[src/rtl/regfile_wb_arbiter.sv]
// Writeback arbiter for three requesters (ALU, FPU, MEM) with a register-busy scoreboard.
// Define WB_ROUND_ROBIN_EN for round-robin arbitration; the default is fixed priority ALU > FPU > MEM.
module regfile_wb_arbiter (
  input  logic        clk,
  input  logic        rstn,
  input  logic [2:0]  req_valid,
  input  logic [2:0]  req_fmode,
  input  logic [14:0] req_reg,
  input  logic [95:0] req_data,
  output logic [2:0]  req_ready,
  output logic        wenable,
  output logic        wfmode,
  output logic [4:0]  wreg,
  output logic [31:0] wdata,
  input  logic        iss_valid,
  input  logic        iss_fmode,
  input  logic [4:0]  iss_reg,
  input  logic        chk_fmode,
  input  logic [4:0]  chk_reg1,
  input  logic [4:0]  chk_reg2,
  output logic        busy1,
  output logic        busy2
);

  logic [2:0]  grant;
  logic        xfer;
  logic        sel_fmode;
  logic [4:0]  sel_reg;
  logic [31:0] sel_data;
  logic        sel_x0;
  logic        iss_x0;

  logic        wenable_q, wenable_d;
  logic        wfmode_q,  wfmode_d;
  logic [4:0]  wreg_q,    wreg_d;
  logic [31:0] wdata_q,   wdata_d;
  logic [63:0] sb_q,      sb_d;

`ifdef WB_ROUND_ROBIN_EN
  logic [1:0] rr_ptr_q, rr_ptr_d;

  always_comb begin
    grant = 3'b000;
    if (rstn) begin
      case (rr_ptr_q)
        2'd1: begin
          if (req_valid[1])      grant = 3'b010;
          else if (req_valid[2]) grant = 3'b100;
          else if (req_valid[0]) grant = 3'b001;
        end
        2'd2: begin
          if (req_valid[2])      grant = 3'b100;
          else if (req_valid[0]) grant = 3'b001;
          else if (req_valid[1]) grant = 3'b010;
        end
        default: begin
          if (req_valid[0])      grant = 3'b001;
          else if (req_valid[1]) grant = 3'b010;
          else if (req_valid[2]) grant = 3'b100;
        end
      endcase
    end
  end

  always_comb begin
    rr_ptr_d = rr_ptr_q;
    if (grant[0])      rr_ptr_d = 2'd1;
    else if (grant[1]) rr_ptr_d = 2'd2;
    else if (grant[2]) rr_ptr_d = 2'd0;
  end

  always_ff @(posedge clk) begin
    if (!rstn) rr_ptr_q <= 2'd0;
    else       rr_ptr_q <= rr_ptr_d;
  end
`else
  always_comb begin
    grant = 3'b000;
    if (rstn) begin
      if (req_valid[0])      grant = 3'b001;
      else if (req_valid[1]) grant = 3'b010;
      else if (req_valid[2]) grant = 3'b100;
    end
  end
`endif

  assign req_ready = grant;
  assign xfer      = |grant;

  always_comb begin
    sel_fmode = req_fmode[0];
    sel_reg   = req_reg[4:0];
    sel_data  = req_data[31:0];
    if (grant[1]) begin
      sel_fmode = req_fmode[1];
      sel_reg   = req_reg[9:5];
      sel_data  = req_data[63:32];
    end else if (grant[2]) begin
      sel_fmode = req_fmode[2];
      sel_reg   = req_reg[14:10];
      sel_data  = req_data[95:64];
    end
  end

  // Integer x0 is hardwired zero; float f0 is an ordinary register.
  assign sel_x0 = !sel_fmode && (sel_reg == 5'd0);
  assign iss_x0 = !iss_fmode && (iss_reg == 5'd0);

  always_comb begin
    wenable_d = xfer && !sel_x0;
    wfmode_d  = wfmode_q;
    wreg_d    = wreg_q;
    wdata_d   = wdata_q;
    if (xfer) begin
      wfmode_d = sel_fmode;
      wreg_d   = sel_reg;
      wdata_d  = sel_data;
    end
  end

  // Clear first, then set, so an issue on the same edge as the writeback wins.
  always_comb begin
    sb_d = sb_q;
    if (xfer && !sel_x0)     sb_d[{sel_fmode, sel_reg}] = 1'b0;
    if (iss_valid && !iss_x0) sb_d[{iss_fmode, iss_reg}] = 1'b1;
  end

  always_ff @(posedge clk) begin
    if (!rstn) begin
      wenable_q <= 1'b0;
      wfmode_q  <= 1'b0;
      wreg_q    <= 5'd0;
      wdata_q   <= 32'd0;
      sb_q      <= 64'd0;
    end else begin
      wenable_q <= wenable_d;
      wfmode_q  <= wfmode_d;
      wreg_q    <= wreg_d;
      wdata_q   <= wdata_d;
      sb_q      <= sb_d;
    end
  end

  // A write still in flight when reset asserts must not reach the register file.
  assign wenable = wenable_q & rstn;
  assign wfmode  = wfmode_q;
  assign wreg    = wreg_q;
  assign wdata   = wdata_q;

  assign busy1 = sb_q[{chk_fmode, chk_reg1}] & ~(~chk_fmode & (chk_reg1 == 5'd0));
  assign busy2 = sb_q[{chk_fmode, chk_reg2}] & ~(~chk_fmode & (chk_reg2 == 5'd0));

endmodule

[config.mk]
export PLATFORM = sky130hd
export DESIGN_NAME = regfile_wb_arbiter
export DESIGN_NICKNAME = d
export VERILOG_FILES = /design/src/rtl/regfile_wb_arbiter.sv
export SDC_FILE = /design/constraint.sdc
export NUM_CORES = 1
export LEC_CHECK = 0
export BUFFER_PORTS_ARGS = -buffer_cell sky130_fd_sc_hd__buf_2
export CAP_MARGIN = 30
export CORE_AREA = 2 2 120 122
export CTS_BUF_LIST = sky130_fd_sc_hd__clkbuf_16
export DETAILED_ROUTE_END_ITERATION = 10
export DIE_AREA = 0 0 122 124
export MAX_ROUTING_LAYER = met4
export PLACE_DENSITY_LB_ADDON = 0.15
export SYNTH_ARGS = -nofsm -noshare
export SYNTH_HDL_FRONTEND = slang
export SYNTH_SLANG_ARGS = --single-unit
[constraint.sdc]
create_clock -name clk -period 2.1 [get_ports clk]
set_input_delay 0.105 -clock clk [delete_from_list [all_inputs] [get_ports clk]]
set_output_delay 0.105 -clock clk [all_outputs]
set_load 0.1 [all_outputs]
==> flow_summary_export.csv <==
group,metric,value,unit
logic_synthesis,syn-cell-area,6150,um2
status,violations,"negative setup slack",
logic_synthesis,post_synth_inst_count,696,
placement,dpl_cell_area,7270,um2
logic_synthesis,yosys.cell_types.count,57,
clock_network,clk_root_buffer_cell,"clkbuf_16",
grt,globalRoute.totalOverflow,0,
drt,routed_wire_length_per_instance,18.9,um
finish,area_occupied_by_multi_input_gates,3820,um2
timing,drv_slew,0,
finish,regArea,2040,um2
drt,drt_iter0_markers,601,
finish,final_core_utilization,0.557,
worst_setup_path,crit_path_top_delay_cell,"mux4_2",
timing,fin_skew,0,ns
finish,final_design_area_no_fill,7640,um2
worst_setup_path,cpLargestDelayFamily,"compound AO/OA/AOI/OAI gates",
worst_setup_path,worst-setup-path-type,"reg -> out",
drt,drt-vias-per-instance,6.11,
timing,setup_viol,1,
logic_synthesis,synth-warning-count,0,
clock_network,tritoncts.num_buffers,9,
finish,diodes,0,
timing,timing.final.ws_setup,-0.0311,ns
die,fp.coreArea,13700,um2
timing,clock.fmax,469,MHz
pwr,netSwitchingPower,1.73,mW
clock_network,tritoncts_num_sinks,102,
grt,grt_pass1_vias,6046,
logic_synthesis,count_of_flip_flops_with_a_built_in_enable_after_synthesis,0,
finish,area.growth.synth_to_final,24.4,%
worst_setup_path,timing.critical_path.from_type,"flop",
die,io_pins,181,
placement,finalWeightedCongestion,1.01,
drt,totalWireLength,19.4,mm
pwr,clock_power_share,0.357,
pwr,seq_power_share,0.393,
grt,grt_start_max_net_pins,75,
pwr,combPwrFrac,0.251,
clock_network,postCtsSetupRepairBufs,0,
finish,nets,976,
timing,timing_hold_violations_final,0,
logic_synthesis,ys_seq_elements,102,
pwr,cellLeakagePower,2.86,nW
worst_setup_path,timing.critical_path.fanout_max,3,
logic_synthesis,syn_nets,833,
pwr,power.switching_fraction,0.335,
pwr,pwr_density_cell,675,nW/um2
timing,max_slew_margin,0.471,
timing,period_needed,2.13,ns
drt,ant_nets,0,
die,die_x,122,um
pwr,ir_drop,0.000379,V
logic_synthesis,synthesis.area_per_instance,8.83,um2
clock_network,clock_insertion_delay_worst_skew,0.35,ns
drt,drc,0,
placement,io_buffer_count,180,
worst_setup_path,timing.critical_path.cells,"mux4_2 -> nand2b_4 -> o311ai_2 -> a21oi_1 -> o311a_1 -> buf_12",
grt,grt_antenna_before_repair,0,
finish,final_layout_size_suffix_gt1_frac,0.327,
worst_setup_path,total_buffers_and_inverters_traversed_by_the_critical_path,1,
die,die_h,124,um
logic_synthesis,synth_flop_cell,"dfxtp_1",
die,fp-row-count,43,
logic_synthesis,synth.cells.most_frequent,"dfxtp_1, nand2_1, nor4_1, o22ai_1, nor2_1",
logic_synthesis,post-synth-top-area-fraction,0.332,
logic_synthesis,post-synth-top-area-cell,"dfxtp_1",
placement,post-dp-hpwl,14.1,mm
clock_network,cts_tree,"yes",
timing,period_share,1.01,
die,initial_core_utilization,0.448,
logic_synthesis,asyncSetResetFlopFracSynth,0,
worst_setup_path,timing.critical_path.arrival,2.03,ns
drt,detailroute.via_count,6252,
logic_synthesis,seq_total_area_yosys,0.332,
worst_setup_path,endpoint_kind,"output port",
finish,fill_cell_instance_count_of_the_final_layout,1259,
hold_path,hold_class,"in -> reg",
worst_setup_path,cpPeakStageDelay,0.47,ns
die,floorplan.die_area,15100,um2
grt,grt_util_all_layers,0.268,
pwr,p_int,3.43,mW
logic_synthesis,yosysMostFrequentCell,"dfxtp_1",
clock_network,clock_tree.htree_level_count,3,
logic_synthesis,synthTopCellsByArea,"dfxtp_1, mux4_2, mux2i_1, nor4_1, o22ai_1",
worst_setup_path,cp_data_required_time,2.00,ns
drt,drt_first_pass_iters,5,
grt,grt_pass1_wl,30.8,mm
timing,worstMarginPinSlew,0.794,ns
clock_network,clk_path_buf_depth,2,
clock_network,cts.reportedPaths.clkPinSlew,0.07,ns
timing,rsz0062_at_grt,"true",
flow_run,timing.max_cap.violations,0,
status,outcome,"finished, violations left",
-- kinds of logic (layout without fill, tap and decap cells) --
group | Yosys count | in the layout | share of synthesized area
and+or+nand+nor | 249 | 249 | 0.211
muxes | 67 | 67 | 0.169
buffers and inverters | 73 | 221 | 0.0546
AOI/OAI and AO/OA | 205 | 205 | 0.234
DFF | 102 | 102 | 0.332
-- placed cells by master, fill, tap and decap left out, types with 10 or more instances in the layout --
master,count
buf_12,10
nand2_1,70
nor2b_1,38
nor2_1,45
o22ai_1,49
o21ai_1,18
a211oi_1,32
nor4_1,49
a21oi_1,42
o311ai_1,15
buf_2,174
buf_4,18
dfxtp_1,101
mux2i_1,35
mux4_2,29
-- power by group through the flow --
stage / Sequential (mW) / Clock (mW) / Combinational [mW]
after floorplan: 2.42 / 0 / 0.559
after global placement: 2.07 / 0 / 1.26
after detailed placement: 2.07 / 0 / 1.28
after CTS: 2.03 / 1.87 / 1.28
after global routing: 2.03 / 1.95 / 1.37
final: 2.03 / 1.84 / 1.30
-- cell type report --
type,count,share of cell area
clock buffers,9,0.0295
clock inverters,7,0.0134
inverters,2,0.000982
multi-input cells,521,0.500
flip-flops and latches,102,0.267
well taps,180,0.0295
repair buffers,203,0.159
-- worst paths after layout --
check / from / endpoint / slack [ns] / depth (start not counted)
max: sb_q[27] / busy1 / -0.03 / 6
max reg2reg: wfmode / wfmode / 1.40 / 2
min: rstn / wreg[0] / 0.12 / 2
min reg2reg: wreg[4] / wreg[4] / 0.47 / 2
-- layer usage --
layer	vias to the layer above	global-route usage	wire (um)
met3	38	0.0586	1530
met1	2977	0.325	7910
met2	284	0.446	9460
met5	-	-	0
met4	0	0.0898	495
li1	2953	-	-
-- stage by stage --
step / TNS (ns) / setup slack [ns] / hold WS, ns / cells / total power, mW
after floorplan: -0.237 / -0.237 / 0.389 / 696 / 2.98
after global placement: 0 / 0.0518 / 0.451 / 1008 / 3.33
after detailed placement: 0 / 0.0801 / 0.464 / 1008 / 3.34
after CTS: -0.0248 / -0.0248 / 0.108 / 1024 / 5.18
after global routing: -0.0893 / -0.0893 / 0.134 / 1024 / 5.35
final: -0.0311 / -0.0311 / 0.116 / 1024 / 5.16
-- sequential cells by signal, summed over array words and instances (netlist names) --
signal     flops
sb_q          63
wdata         32
wenable_q      1
wfmode         1
wreg           5
-- timing repair --
item                                    4_1_cts  5_1_grt
resized for setup                             4        9
endpoints found under the setup margin        2        2
hold buffers                                  0        0
Note: power is estimated with default switching activity, not from simulation.
